<file path="config.mk">
export PLATFORM = sky130hd
export DESIGN_NAME = hangman_draw_ctrl_flat
export DESIGN_NICKNAME = d
export VERILOG_FILES = /design/src/rtl/hangman_draw_ctrl_if.sv /design/src/rtl/hangman_draw_ctrl.sv /design/src/flat_wrapper.sv
export SDC_FILE = /design/constraint.sdc
export NUM_CORES = 1
export LEC_CHECK = 0
export BUFFER_PORTS_ARGS = -buffer_cell sky130_fd_sc_hd__buf_2
export CORE_ASPECT_RATIO = 1.75
export CORE_MARGIN = 3
export CORE_UTILIZATION = 50
export DETAILED_ROUTE_END_ITERATION = 8
export GPL_ROUTABILITY_DRIVEN = 1
export PLACE_DENSITY = 0.76
export SYNTH_ARGS = -nofsm -noshare
export SYNTH_HDL_FRONTEND = slang
export SYNTH_SLANG_ARGS = --single-unit
</file>
<file path="constraint.sdc">
create_clock -name clk -period 11.8 [get_ports clk]
set_input_delay 2.36 -clock clk [delete_from_list [all_inputs] [get_ports clk]]
set_output_delay 2.36 -clock clk [all_outputs]
set_load 0.05 [all_outputs]
</file>
<file path="src/rtl/hangman_draw_ctrl_if.sv">
// Pixel-drawing bus between Hangman game logic and the framebuffer sequencer:
// game-state / rectangle request inputs, handshake pulses and the pixel stream.
interface hangman_draw_ctrl_if #(
  parameter int COLOUR_W = 3
);
  logic [1:0]          state;
  logic                rect_req;
  logic [8:0]          rect_x;
  logic [7:0]          rect_y;
  logic [8:0]          rect_w;
  logic [7:0]          rect_h;
  logic [COLOUR_W-1:0] rect_colour;
  logic                rect_ack;
  logic                rect_done;
  logic                clear_done;
  logic                busy;
  logic [8:0]          x;
  logic [7:0]          y;
  logic [COLOUR_W-1:0] colour;
  logic                plot;

  modport master (
    output state, rect_req, rect_x, rect_y, rect_w, rect_h, rect_colour,
    input  rect_ack, rect_done, clear_done, busy, x, y, colour, plot
  );

  modport slave (
    input  state, rect_req, rect_x, rect_y, rect_w, rect_h, rect_colour,
    output rect_ack, rect_done, clear_done, busy, x, y, colour, plot
  );
endinterface

</file>
<file path="src/rtl/hangman_draw_ctrl.sv">
// Framebuffer write sequencer: full-screen clear on game-state change, then
// rectangle fills, one registered pixel per cycle.
module hangman_draw_ctrl #(
  parameter int SCREEN_W     = 320,
  parameter int SCREEN_H     = 240,
  parameter int COLOUR_W     = 3,
  parameter int CLEAR_COLOUR = 0
) (
  input  logic                clk,
  input  logic                reset,
  hangman_draw_ctrl_if.slave  bus
);

  typedef enum logic [1:0] {IDLE, CLEAR, RECT} fsm_t;

  fsm_t                fsm, fsm_nxt;
  logic [1:0]          state_q, state_q_nxt;
  logic                clr_pend, clr_pend_nxt;
  logic [8:0]          x0, x0_nxt, w, w_nxt, cx, cx_nxt;
  logic [7:0]          y0, y0_nxt, h, h_nxt, cy, cy_nxt;
  logic [COLOUR_W-1:0] col, col_nxt;
  logic [8:0]          x_q, x_nxt;
  logic [7:0]          y_q, y_nxt;
  logic [COLOUR_W-1:0] colour_q, colour_nxt;
  logic                plot_q, plot_nxt, busy_q, busy_nxt, ack_q, ack_nxt;
  logic                rdone_q, rdone_nxt, cdone_q, cdone_nxt;
  logic                emit;
  logic [8:0]          ncx;
  logic [7:0]          ncy;
  logic [9:0]          ex;
  logic [8:0]          ey;

  always_comb begin
    fsm_nxt      = fsm;
    state_q_nxt  = state_q;
    clr_pend_nxt = clr_pend;
    x0_nxt       = x0;
    y0_nxt       = y0;
    w_nxt        = w;
    h_nxt        = h;
    col_nxt      = col;
    cx_nxt       = cx;
    cy_nxt       = cy;
    x_nxt        = x_q;
    y_nxt        = y_q;
    colour_nxt   = colour_q;
    plot_nxt     = 1'b0;
    busy_nxt     = 1'b0;
    ack_nxt      = 1'b0;
    rdone_nxt    = 1'b0;
    cdone_nxt    = 1'b0;
    emit         = 1'b0;
    ncx          = '0;
    ncy          = '0;
    ex           = '0;
    ey           = '0;

    case (fsm)
      IDLE: begin
        // A clear is just a walk over a screen-sized rectangle at the origin.
        if (clr_pend) begin
          clr_pend_nxt = 1'b0;
          fsm_nxt      = CLEAR;
          x0_nxt       = '0;
          y0_nxt       = '0;
          w_nxt        = 9'(SCREEN_W);
          h_nxt        = 8'(SCREEN_H);
          col_nxt      = COLOUR_W'(CLEAR_COLOUR);
          emit         = 1'b1;
        end else if (bus.rect_req) begin
          x0_nxt  = bus.rect_x;
          y0_nxt  = bus.rect_y;
          w_nxt   = bus.rect_w;
          h_nxt   = bus.rect_h;
          col_nxt = bus.rect_colour;
          cx_nxt  = '0;
          cy_nxt  = '0;
          ack_nxt = 1'b1;
          fsm_nxt = RECT;
        end
      end
      default: begin
        // busy_q low in RECT marks the ack cycle: no pixel has been emitted yet.
        if (fsm == RECT && !busy_q) begin
          if (w == '0 || h == '0) begin
            rdone_nxt = 1'b1;
            busy_nxt  = 1'b1;
            fsm_nxt   = IDLE;
          end else begin
            emit = 1'b1;
          end
        end else begin
          emit = 1'b1;
          if (cx == w - 9'd1) begin
            ncx = '0;
            ncy = cy + 8'd1;
          end else begin
            ncx = cx + 9'd1;
            ncy = cy;
          end
        end
      end
    endcase

    if (emit) begin
      cx_nxt     = ncx;
      cy_nxt     = ncy;
      ex         = {1'b0, x0_nxt} + {1'b0, ncx};
      ey         = {1'b0, y0_nxt} + {1'b0, ncy};
      x_nxt      = ex[8:0];
      y_nxt      = ey[7:0];
      colour_nxt = col_nxt;
      plot_nxt   = (ex < 10'(SCREEN_W)) && (ey < 9'(SCREEN_H));
      busy_nxt   = 1'b1;
      if (ncx == w_nxt - 9'd1 && ncy == h_nxt - 8'd1) begin
        if (fsm_nxt == CLEAR) cdone_nxt = 1'b1;
        else                  rdone_nxt = 1'b1;
        fsm_nxt = IDLE;
      end
    end

    // Evaluated last so a state change always wins over clearing clr_pend.
    if (bus.state != state_q) begin
      clr_pend_nxt = 1'b1;
      state_q_nxt  = bus.state;
    end
  end

  always_ff @(posedge clk) begin
    if (!reset) begin
      fsm      <= IDLE;
      state_q  <= bus.state;
      clr_pend <= 1'b1;
      x_q      <= '0;
      y_q      <= '0;
      colour_q <= '0;
      plot_q   <= 1'b0;
      busy_q   <= 1'b0;
      ack_q    <= 1'b0;
      rdone_q  <= 1'b0;
      cdone_q  <= 1'b0;
    end else begin
      fsm      <= fsm_nxt;
      state_q  <= state_q_nxt;
      clr_pend <= clr_pend_nxt;
      x_q      <= x_nxt;
      y_q      <= y_nxt;
      colour_q <= colour_nxt;
      plot_q   <= plot_nxt;
      busy_q   <= busy_nxt;
      ack_q    <= ack_nxt;
      rdone_q  <= rdone_nxt;
      cdone_q  <= cdone_nxt;
    end
  end

  // Walk operands and counters are always reloaded before use.
  always_ff @(posedge clk) begin
    x0  <= x0_nxt;
    y0  <= y0_nxt;
    w   <= w_nxt;
    h   <= h_nxt;
    col <= col_nxt;
    cx  <= cx_nxt;
    cy  <= cy_nxt;
  end

  assign bus.x          = x_q;
  assign bus.y          = y_q;
  assign bus.colour     = colour_q;
  assign bus.plot       = plot_q;
  assign bus.busy       = busy_q;
  assign bus.rect_ack   = ack_q;
  assign bus.rect_done  = rdone_q;
  assign bus.clear_done = cdone_q;

endmodule
</file>
<file path="src/flat_wrapper.sv">
// flat-port wrapper written by rule: the top's interface ports become plain ports
module hangman_draw_ctrl_flat 
#(
  parameter int SCREEN_W     = 320,
  parameter int SCREEN_H     = 240,
  parameter int COLOUR_W     = 3,
  parameter int CLEAR_COLOUR = 0
)
  (clk, reset, bus_state, bus_rect_req, bus_rect_x, bus_rect_y, bus_rect_w, bus_rect_h, bus_rect_colour, bus_rect_ack, bus_rect_done, bus_clear_done, bus_busy, bus_x, bus_y, bus_colour, bus_plot);
  hangman_draw_ctrl_if #(.COLOUR_W(COLOUR_W)) bus_i ();
  input  logic clk;
  input  logic reset;
  input wire logic [$bits(bus_i.state)-1:0] bus_state;
  input wire logic [$bits(bus_i.rect_req)-1:0] bus_rect_req;
  input wire logic [$bits(bus_i.rect_x)-1:0] bus_rect_x;
  input wire logic [$bits(bus_i.rect_y)-1:0] bus_rect_y;
  input wire logic [$bits(bus_i.rect_w)-1:0] bus_rect_w;
  input wire logic [$bits(bus_i.rect_h)-1:0] bus_rect_h;
  input wire logic [$bits(bus_i.rect_colour)-1:0] bus_rect_colour;
  output wire logic [$bits(bus_i.rect_ack)-1:0] bus_rect_ack;
  output wire logic [$bits(bus_i.rect_done)-1:0] bus_rect_done;
  output wire logic [$bits(bus_i.clear_done)-1:0] bus_clear_done;
  output wire logic [$bits(bus_i.busy)-1:0] bus_busy;
  output wire logic [$bits(bus_i.x)-1:0] bus_x;
  output wire logic [$bits(bus_i.y)-1:0] bus_y;
  output wire logic [$bits(bus_i.colour)-1:0] bus_colour;
  output wire logic [$bits(bus_i.plot)-1:0] bus_plot;
  assign bus_i.state = bus_state;
  assign bus_i.rect_req = bus_rect_req;
  assign bus_i.rect_x = bus_rect_x;
  assign bus_i.rect_y = bus_rect_y;
  assign bus_i.rect_w = bus_rect_w;
  assign bus_i.rect_h = bus_rect_h;
  assign bus_i.rect_colour = bus_rect_colour;
  assign bus_rect_ack = bus_i.rect_ack;
  assign bus_rect_done = bus_i.rect_done;
  assign bus_clear_done = bus_i.clear_done;
  assign bus_busy = bus_i.busy;
  assign bus_x = bus_i.x;
  assign bus_y = bus_i.y;
  assign bus_colour = bus_i.colour;
  assign bus_plot = bus_i.plot;
  hangman_draw_ctrl #(.SCREEN_W(SCREEN_W), .SCREEN_H(SCREEN_H), .COLOUR_W(COLOUR_W), .CLEAR_COLOUR(CLEAR_COLOUR)) u_core (.clk(clk), .reset(reset), .bus(bus_i));
endmodule
</file>
== Word-level counts from Yosys, hierarchy flattened ==
Index checks and enable logic that the tools add are counted.
Word-level totals
  bits in registers: 84
  input bits: 42
  output and inout bits: 25
Operators by class
  add/subtract/negate cells: 7
  $lt $le $gt $ge: 2
  equal/unequal tests: 8
  mux-type cells: 51
  bitwise operators: 2
  reductions and logical operators: 15
Operators by type and width (count)
  $mux W9: 13
  $mux W8: 13
  $eq A9 B9 Y1: 2
  $mux W2: 9
  $sub A9 B1 Y9 const B: 2
  $mux W1: 13
  $add A9 B9 Y10: 1
  $lt A10 B9 Y1 const B: 1
  $add A8 B8 Y9: 1
  $add A9 B1 Y9 const B: 1
  $logic_not A9 Y1: 1
  $lt A9 B8 Y1 const B: 1
  $mux W3: 3
  $add A8 B1 Y8 const B: 1
  $eq A8 B8 Y1: 1
  $logic_not A8 Y1: 1
  $sub A8 B1 Y8 const B: 1
  $reduce_and A3 Y1: 2
  $reduce_bool A2 Y1: 2
  $logic_and A1 B1 Y1: 3
  $reduce_or A3 Y1: 1
  $eq A2 B1 Y1 const B: 1
  $eq A2 B2 Y1 const B: 1
  $logic_not A2 Y1: 1
  other kinds (8): 9

== Longest topological paths before layout ==
Gate-level depths: netlist of run 1.
  depth after elaboration: 9
  gate-level depth with buffers: 21

== Worst setup path after synthesis of run 1 ==
No wires, ideal clock.
  path kind: in2reg
  from: input bus_rect_req
  to: register u_core.plot_q, in the netlist u_core.bus.plot
  data arrival time: 5.753 ns
  setup slack: 5.952 ns
  stages: 18
  buffers on the path: 5
  cell sequence: buf_2 -> buf_2 -> buf_2 -> buf_1 -> clkbuf_1 -> a31oi_1 -> o21ai_0 -> ha_1 -> a21o_1 -> a21oi_1 -> and2_1 -> a2111oi_0 -> o21ai_0 -> o211ai_1 -> o21ba_2 -> o21ai_0 -> a22oi_1 -> a221oi_1
On the way
  longest elaborated chain between the ends: 6
  elaborated cells on any way between the ends: 11
RTL lines
  start: declaration: RTL line flat_wrapper.sv:14  | input wire logic [$bits(bus_i.rect_req)-1:0] bus_rect_req;
  $mux W9: RTL line hangman_draw_ctrl.sv:70  | end else if (bus.rect_req) begin
  $mux W9: RTL line hangman_draw_ctrl.sv:61  | if (clr_pend) begin
  $mux W9: RTL line hangman_draw_ctrl.sv:58  | case (fsm)
  named net u_core.x0_nxt[3]: RTL line hangman_draw_ctrl.sv:19  | logic [8:0] x0, x0_nxt, w, w_nxt, cx, cx_nxt;
  $add A9 B9 Y10: RTL line hangman_draw_ctrl.sv:108  | ex = {1'b0, x0_nxt} + {1'b0, ncx};
  $lt A10 B9 Y1: RTL line hangman_draw_ctrl.sv:113  | plot_nxt = (ex < 10'(SCREEN_W)) && (ey < 9'(SCREEN_H));
  $logic_and A1 B1 Y1: RTL line hangman_draw_ctrl.sv:113
  end signal: assignment: RTL line hangman_draw_ctrl.sv:149  | plot_q <= plot_nxt;
  end: declaration: RTL line hangman_draw_ctrl.sv:25  | logic plot_q, plot_nxt, busy_q, busy_nxt, ack_q, ack_nxt;
The timed path passes the listed nets, and every way through them passes these cells.
A chain may end at the register's enable or synchronous reset.

== Worst setup path after layout of run 1 ==
Same ends and word-level chain as after synthesis.

==> results of run 1 <==
registers in the layout, indices dropped and copies added (netlist names):
| signal | flops |
|---|---|
| u_core.bus.colour | 3 |
| u_core.x0 | 9 |
| u_core.clr_pend | 1 |
| u_core.cy | 8 |
| u_core.bus.plot | 1 |
| u_core.bus.x | 9 |
| u_core.bus.clear_done | 1 |
| u_core.bus.y | 8 |
| u_core.cx | 9 |
| u_core.w | 9 |
| u_core.col | 3 |
| u_core.y0 | 8 |
| u_core.fsm | 2 |
| u_core.h | 8 |
| u_core.bus.rect_ack | 1 |
| u_core.bus.rect_done | 1 |
| u_core.bus.busy | 1 |
| u_core.state_q | 2 |
critical path: stages:
cell	delay, ns
buf_2	0.08
buf_4	0.53
nor2b_1	0.10
a31oi_1	0.17
o21ai_0	0.13
ha_1	0.42
a21o_1	0.19
a21oi_1	0.07
and2_1	0.16
a2111oi_0	0.35
o21ai_0	0.24
o211ai_1	0.35
o21ba_2	0.22
o21ai_0	0.14
a22oi_1	0.10
a221oi_1	0.28
final timing paths:
path                                      start         endpoint  slack, ns  depth (start not counted)
worst max register to register      u_core.w[0]  u_core.bus.plot       6.80                         18
worst max-delay path               bus_rect_req  u_core.bus.plot       6.11                         16
worst min-delay path            u_core.bus.y[7]  u_core.bus.y[7]       0.45                          2
worst min register to register  u_core.bus.y[7]  u_core.bus.y[7]       0.45                          2
cell families (layout without fill, tap and decap cells):
family | count (synthesis) | count (layout) | synth area share (%)
buffers and inverters | 68 | 118 | 4.98
AO/OA/AOI/OAI | 194 | 194 | 23.6
XOR/XNOR | 53 | 53 | 9.54
flip-flops | 84 | 84 | 34.3
multiplexers | 5 | 5 | 0.917
AND/OR/NAND/NOR | 239 | 239 | 21.4
adder cells (fa/ha/maj) | 23 | 23 | 5.32
power groups by stage:
| stage | combinational, mW | clock, mW | sequential (mW) |
|---|---|---|---|
| global placement | 0.115 | 0 | 0.323 |
| floorplan | 0.0762 | 0 | 0.331 |
| global route | 0.129 | 0.328 | 0.319 |
| CTS | 0.118 | 0.318 | 0.318 |
| detailed placement | 0.117 | 0 | 0.324 |
| finish | 0.118 | 0.315 | 0.318 |
placed cells by master, fill, tap and decap left out, types with 5 or more instances in the layout:
cell       netlist  routed
nand3_1         19      19
a31oi_1         33      32
o22a_1           5       5
a21oi_1         39      38
a21o_1           9       9
inv_1           31      31
nor4_1           6       6
o21ai_0         32      32
mux2i_1          5       5
buf_4            0       5
nand2_1         77      77
a211oi_1        14      14
o22ai_1          5       5
clkbuf_16        0       9
ha_1            20      20
buf_2            7      66
dfxtp_1         65      65
xnor2_1         33      33
nor3_1          12      12
o2111ai_1        5       5
edfxtp_1        19      19
nor2_1          57      56
o21ai_1          6       6
xor2_1          15      15
nand4_1          6       6
nor2b_1         32      32
o21a_1           6       6
metrics by stage:
step | area [um^2] | setup slack, ns
after floorplan | 5460 | 5.95
after global placement | 5840 | 6.02
after detailed placement | 5840 | 5.88
after CTS | 6170 | 6.22
after global routing | 6170 | 5.66
final | 6170 | 6.11
metal layers:
layer  part of all wire (%)  track usage [%]  vias to the layer above
met1                     36             26.1                     2447
met3                    3.7             3.65                       59
met5                      0                0                        -
li1                       -                -                     2493
met4                    6.6             17.6                        0
met2                     53             48.0                      165
layout make-up:
cell class | count | share of cell area (%)
multi-input cells | 514 | 53.9
repair buffers | 71 | 5.96
clock buffers | 9 | 3.65
well taps | 127 | 2.58
clock inverters | 7 | 1.68
flip-flops and latches | 84 | 30.3
inverters | 31 | 1.89
==> results.toml, run 1 <==
[power_and_ir_drop]
comb_power_share_pct = 15.8
intPower_mw = 0.537
clkPwrFrac_pct = 41.9
power_density_nw_per_um2 = 122
netSwitchingFraction_pct = 28.5
ir_drop_mv = 0.0999
p_sw_mw = 0.214
p_leak_nw = 2.56
p_seq_share_pct = 42.3
power_mw = 0.751

[floorplanning]
core_um2 = 10500
start_util_pct = 52.0
ios = 67
dieArea_um2 = 12300
die_y_um = 144
rows = 49
die_w_um = 85.0

[sta]
drv_slew = 0
finalHoldWorstSlack_ns = 0.451
skew_ns = 0.00968
hold_violations = 0
rsz0062_at_grt = "no"
fmax_ghz = 0.176
fin_crit_sh_pct = 48.2
fin_crit_ns = 5.69
setup_viol = 0
relSlewSlack_pct = 21.7
totalNegativeSetupSlack_ns = 0
max_slew.worst_pin.slew_ns = 1.17

[setup_path]
startpoint_type = "input pin"
crit_fanout = 76
worst_ep_arrival_time_ns = 5.94
cp.required_ns = 12.06
worstSetupPathType = "in -> reg"
cp-end-kind = "flop"

[logic_synthesis]
synth_edf_count = 19
synth.largest_area_cell = "dfxtp_1"
synth_commonest_cells = "nand2_1 (77), dfxtp_1 (65), nor2_1 (57)"
yosysWarnings = 0
syn_inst = 666
synth_flop_cell = "dfxtp_1"
async_flop_share_pct = 0
synthesis.nets = 729
synth.most_common_cell = "nand2_1"
ys_seq_elements = 84
yosysSeqAreaShare_pct = 34.3
synth_top_area_share_pct = 23.8
synth_area_um2 = 5460
ys_types = 73
yosys-top-cells-area = "dfxtp_1 (24%), edfxtp_1 (10%), nand2_1 (5.3%), xnor2_1 (5.3%), ha_1 (4.6%)"
syn_avg_cell_area_um2 = 8.19

[global_routing]
grt_pass1_wl_um = 24800
grt_pass1_vias = 5097
grt-ovfl-total = 0
grt_max_degree = 77
antenna_found_initial = 0
grt.total_usage_pct = 25.8

[clock_tree]
clk_latency_ns = 0.35
cts_resized = 0
cts_tree = "done"
post_cts_buffers = 0
clk_pin_slew_ns = 0.06
clockRootBuffer = "clkbuf_16"
cts.sinks = 84
h-tree-depth = 3
numCtsBuffers = 9
clockBufferDepth = 2
hold_buffers = 0

[hold_path]
min_path_type = "reg -> reg"

[finish]
multi_input_area_um2 = 3330
antennaDiodeCount = 0
nets = 774
area_growth_syn_to_layout_pct = 13.1
seqCellArea_um2 = 1870
postLayoutCoreUtil_pct = 58.8
nFillCells = 925
fin_cells = 843
drive_above_1_share_pct = 15.1

[drt]
vias = 5164
drt-total-wl_um = 15600
antenna_left = 0
firstDrtPassIters = 5
viasPerCell = 6.13
drc = 0
wire_per_inst_um = 18.5
first_iter_violations = 389

[status]
status = "finished, final reports clean"

[place]
gp_congestion = 0.933
placedCellCount = 827
numPortBuffers = 66
dp_hpwl_um = 11700

[job]
drv_cap = 0
(Power assumes the default switching activity.)
==> run 2: changes to the inputs <==
==> constraint.sdc (replaced) <==
create_clock -name clk -period 5.3 [get_ports clk]
set_input_delay 1.06 -clock clk [delete_from_list [all_inputs] [get_ports clk]]
set_output_delay 1.06 -clock clk [all_outputs]
set_load 0.05 [all_outputs]
==> run 2 against run 1 <==
  * First-iteration DRC count rose by 35%
  * Setup slack got worse by 5.7 ns
  * Cell area increased by 0.22%
  * Cell count rose by 0.71%
  * Highest routed layer unchanged
  * Register-to-register slack got worse by 6.4 ns
==> results.toml, run 2 (synthesized netlist as in run 1, its figures left out) <==
[finish]
area_growth_syn_to_layout_pct = 13.3
fin_cells = 849
drive_above_1_share_pct = 15.9
layout_common_cells = "nand2_1 (77), buf_2 (66), dfxtp_1 (65), nor2_1 (56), a21oi_1 (38)"
antennaDiodeCount = 0
postLayoutCoreUtil_pct = 59.0
nFillCells = 930
design_area_um2 = 6180
mostFrequentLayoutCell = "nand2_1"
nets = 780

[floorplanning]
start_util_pct = 52.0
dieArea_um2 = 12300
core_um2 = 10500
die_y_um = 144
die_w_um = 85.0
ios = 67
rows = 49

[setup_path]
cp-end-kind = "flop"
startpoint_type = "flop"
cp.required_ns = 5.56
critPathCapture = "u_core.bus.plot"
r2r_start = "u_core.w[0]"
worstSetupPathType = "reg -> reg"
worst_ep_arrival_time_ns = 5.15
crit_fanout = 18
timing.critical_path.from = "u_core.w[0]"
rrSetupSlack_ns = 0.40
r2r-end = "u_core.bus.plot"
r2r_cells = 18

[power_and_ir_drop]
power_density_nw_per_um2 = 259
ir_drop_mv = 0.174
p_leak_nw = 2.57
power_mw = 1.60

[drt]
drc = 0
vias = 5281
drt-total-wl_um = 16200
antenna_left = 0
viasPerCell = 6.22
wire_per_inst_um = 19.1
first_iter_violations = 524
firstDrtPassIters = 6

[place]
pre_cts_ws_ns = 0.567
place_area_um2 = 5890
numPortBuffers = 66
gp_congestion = 0.962
placedCellCount = 833
dp_hpwl_um = 12200

[sta]
finalHoldWorstSlack_ns = 0.456
timing.final.ws_setup_ns = 0.404
hold_violations = 0
fin_crit_ns = 4.90
skew_ns = 0.00536
drv_slew = 0
relSlewSlack_pct = 22.6
fin_crit_sh_pct = 92.4
max_slew.worst_pin.slew_ns = 1.16
totalNegativeSetupSlack_ns = 0
rsz0062_at_grt = "no"
setup_viol = 0
fmax_ghz = 0.204

[clock_tree]
cts_tree = "done"
clockRootBuffer = "clkbuf_16"
h-tree-depth = 3
clk_latency_ns = 0.35
cts.sinks = 84
post_cts_buffers = 0
numCtsBuffers = 9
clk_pin_slew_ns = 0.07
clockBufferDepth = 2
hold_buffers = 0
cts_resized = 0

[global_routing]
grt-ovfl-total = 0
grt.total_usage_pct = 26.9
grt_pass1_wl_um = 25900
grt_pass1_vias = 5135
antenna_found_initial = 0
grt_max_degree = 44

[status]
status = "finished, final reports clean"

[hold_path]
min_path_type = "reg -> reg"

[job]
drv_cap = 0
run 2: report_power, final:
part | internal, mW | switching, mW
Clock | 0.331 | 0.291
Combinational | 0.0977 | 0.175
Sequential | 0.680 | 0.0274
run 2: final cells by class:
cell class	count	area, um^2	area share (%)
Clock buffer	9	225	3.64
Tap cell	127	159	2.57
Inverter	31	116	1.88
Clock inverter	7	70.1	1.13
Sequential cell	84	1870	30.3
Multi-Input combinational cell	514	3330	53.8
Timing Repair Buffer	77	413	6.68
run 2: worst min-delay path by stage:
stage | startpoint | endpoint | slack [ns] | cells past startpoint
5_1_grt | u_core.bus.x[1] | u_core.bus.x[1] | 0.47 | 2
2_1_floorplan | u_core.col[0] | u_core.col[0] | 0.44 | 2
3_3_place_gp | u_core.bus.x[7] | u_core.bus.x[7] | 0.44 | 2
3_5_place_dp | u_core.bus.x[1] | u_core.bus.x[1] | 0.45 | 2
6_report | u_core.bus.x[1] | u_core.bus.x[1] | 0.46 | 2
4_1_cts | u_core.bus.x[1] | u_core.bus.x[1] | 0.46 | 2
run 2: metal layers:
layer,global-route usage (%),wire [um],vias to the layer above
li1,-,-,2494
met1,28.6,5760,2487
met2,49.9,8680,230
met3,3.48,779,70
met4,15.7,1000,0
met5,0,0,-
run 2: worst max-delay path, stage by stage (launching register included):
cell and delay, ns:
dfxtp_1 0.39, inv_1 0.10, ha_1 0.26, and3_1 0.20, o31ai_1 0.35, a221oi_2 0.12, buf_4 0.22, a211oi_1 0.52
ha_1 0.32, a21o_1 0.21, a21oi_1 0.07, and2_1 0.16, a2111oi_0 0.35, o21ai_0 0.22, o211ai_1 0.39, o21ba_2 0.23
o21ai_0 0.23, a22oi_1 0.15, a221oi_1 0.29
==> run 3: changes to the inputs <==
--- a/config.mk
+++ b/config.mk
@@ -5,6 +5,7 @@
 export SDC_FILE = /design/constraint.sdc
 export NUM_CORES = 1
 export LEC_CHECK = 0
+export ABC_AREA = 1
 export BUFFER_PORTS_ARGS = -buffer_cell sky130_fd_sc_hd__buf_2
 export CORE_ASPECT_RATIO = 1.75
 export CORE_MARGIN = 3
@@ -12,6 +13,7 @@
 export DETAILED_ROUTE_END_ITERATION = 8
 export GPL_ROUTABILITY_DRIVEN = 1
 export PLACE_DENSITY = 0.76
+export SETUP_SLACK_MARGIN = 0.15
 export SYNTH_ARGS = -nofsm -noshare
 export SYNTH_HDL_FRONTEND = slang
 export SYNTH_SLANG_ARGS = --single-unit
==> run 3 against run 2 <==
  * Synthesized cell count is 28% higher
  * First-iteration DRC count is 57% lower
  * Cell area is 2.4% higher
  * Sequential share of layout area is 0.72 points lower
  * Routed wire length is 11% lower
  * Utilization is 0.80 points lower
  * Die area is 3.9% higher
  * Critical path type unchanged
  * Largest power group unchanged
==> results.toml, run 3 <==
[hold_path]
hp-start = "u_core.bus.colour[0]"
holdPathEnd = "u_core.bus.colour[0]"
hold_depth = 2
min_path_type = "reg -> reg"

[logic_synthesis]
synth_commonest_cells = "nand2_1 (206), inv_1 (158), nor2_1 (85)"
synth_edf_count = 19
synthesis.nets = 918
syn_avg_cell_area_um2 = 6.65
ys_seq_elements = 84
yosysWarnings = 0
yosys-top-cells-area = "dfxtp_1 (23%), nand2_1 (14%), inv_1 (10%), edfxtp_1 (10%), nor2_1 (5.6%)"
syn_inst = 855
synth_flop_cell = "dfxtp_1"
synth.most_common_cell = "nand2_1"
yosysSeqAreaShare_pct = 32.9
synth_area_um2 = 5680
async_flop_share_pct = 0
ys_types = 44
synth.largest_area_cell = "dfxtp_1"
synth_top_area_share_pct = 22.9

[clock_tree]
clk_pin_slew_ns = 0.06
cts.sinks = 84
cts_resized = 0
cts_tree = "done"
hold_buffers = 0
clk_latency_ns = 0.34
clockBufferDepth = 2
h-tree-depth = 3
clockRootBuffer = "clkbuf_16"
numCtsBuffers = 9
post_cts_buffers = 0

[global_routing]
grt_pass1_vias = 5280
grt.total_usage_pct = 23.4
grt_max_degree = 39
grt_pass1_wl_um = 23800
antenna_found_initial = 0
grt-ovfl-total = 0

[power_and_ir_drop]
power_density_nw_per_um2 = 253
ir_drop_mv = 0.219
power_mw = 1.60
p_leak_nw = 3.46

[drt]
wl_met1_um = 5840
vias = 5521
antenna_left = 0
viasPerCell = 5.27
firstDrtPassIters = 5
drt-total-wl_um = 14500
top_layer = "met4"
wire_per_inst_um = 13.8
route.met3.wl_um = 660
drc = 0
route.met2.wl_um = 7450
first_iter_violations = 224

[setup_path]
slowest_stage = "ha_1"
path_common_cell = "nand2_1"
cp.required_ns = 5.53
r2r_cells = 25
crit_fanout = 16
rrSetupSlack_ns = 1.58
r2r-end = "u_core.bus.y[7]"
worst_ep_arrival_time_ns = 3.96
worstSetupPathType = "reg -> reg"
startpoint_type = "flop"
cp-end-kind = "flop"
r2r_start = "u_core.w[0]"
max_stage_delay_ns = 0.35

[job]
drv_cap = 0

[finish]
postLayoutCoreUtil_pct = 58.2
design_area_um2 = 6330
antennaDiodeCount = 0
fin_cells = 1048
nets = 976
area_growth_syn_to_layout_pct = 11.4
drive_above_1_share_pct = 12.5
multi_input_area_um2 = 3080
mostFrequentLayoutCell = "nand2_1"
seqCellArea_um2 = 1870
layout_common_cells = "nand2_1 (206), inv_1 (158), nor2_1 (85), buf_2 (66), dfxtp_1 (65)"
nFillCells = 1090

[sta]
totalNegativeSetupSlack_ns = 0
fin_crit_ns = 3.72
rsz0062_at_grt = "no"
relSlewSlack_pct = 45.2
setup_viol = 0
hold_violations = 0
skew_ns = 0.00818
drv_slew = 0
fin_crit_sh_pct = 70.3
fmax_ghz = 0.268
timing.final.ws_setup_ns = 1.58
finalHoldWorstSlack_ns = 0.468
max_slew.worst_pin.slew_ns = 0.820

[place]
numPortBuffers = 66
gp_congestion = 0.841
place_area_um2 = 6080
dp_hpwl_um = 11300
pre_cts_ws_ns = 1.43
placedCellCount = 1032

[status]
status = "finished, final reports clean"

[floorplanning]
die_y_um = 147
core_um2 = 10900
rows = 50
dieArea_um2 = 12700
ios = 67
die_w_um = 86.6
start_util_pct = 52.2
[run 3: changes by cell type after synthesis, moves of 13 or more]
cell      before  now
nand2_1       77  206
inv_1         31  158
nand3_1       19   58
a31oi_1       33    1
nor2b_1       32    0
nor2_1        57   85
xnor2_1       33   10
clkbuf_1      24    8
a211oi_1      14    1
[run 3: power by group]
| part | total, mW | switching [mW] | internal [mW] |
|---|---|---|---|
| Combinational | 0.330 | 0.227 | 0.103 |
| Sequential | 0.717 | 0.0255 | 0.692 |
| Clock | 0.555 | 0.243 | 0.313 |
[run 3: cell families (layout without fill, tap and decap cells)]
| family | Yosys count | after routing | share of synthesized area [%] |
|---|---|---|---|
| compound gates | 122 | 122 | 12.3 |
| flops | 84 | 84 | 32.9 |
| simple gates | 407 | 407 | 31.8 |
| buf+inv | 186 | 249 | 12.9 |
| fa+ha+maj | 21 | 21 | 4.75 |
| xor+xnor | 35 | 35 | 5.39 |
[run 3: per-layer routing]
layer | track usage, % | vias to the layer above
li1 | - | 2834
met1 | 26.3 | 2505
met2 | 41.4 | 142
met3 | 4.04 | 40
met4 | 11.3 | 0
met5 | 0 | -
[run 3: final cells by class]
class / count / area share [%]
Clock buffer: 12 / 3.73
Clock inverter: 4 / 0.277
Inverter: 165 / 9.78
Multi-Input combinational cell: 585 / 48.6
Sequential cell: 84 / 29.6
Tap cell: 130 / 2.57
Timing Repair Buffer: 68 / 5.45
[run 3: critical path: cells and delay by family, from the launching register on]
family / cells / cell delay, ns
buffers and inverters: 4 / 0.49
adders and majority gates: 2 / 0.60
and+or+nand+nor: 17 / 1.79
DFF: 1 / 0.33
AOI/OAI and AO/OA: 2 / 0.40
[run 3: worst max-delay path by stage]
stage | startpoint | to | slack [ns] | depth (start not counted)
floorplan | bus_rect_req | u_core.bus.y[7] | 1.69 | 18
global placement | bus_rect_req | u_core.fsm[1] | 1.51 | 19
detailed placement | bus_rect_req | u_core.bus.rect_done | 1.43 | 17
CTS | u_core.fsm[0] | u_core.bus.y[7] | 1.56 | 16
global route | u_core.fsm[0] | u_core.bus.y[7] | 1.20 | 16
finish | u_core.w[0] | u_core.bus.y[7] | 1.58 | 25
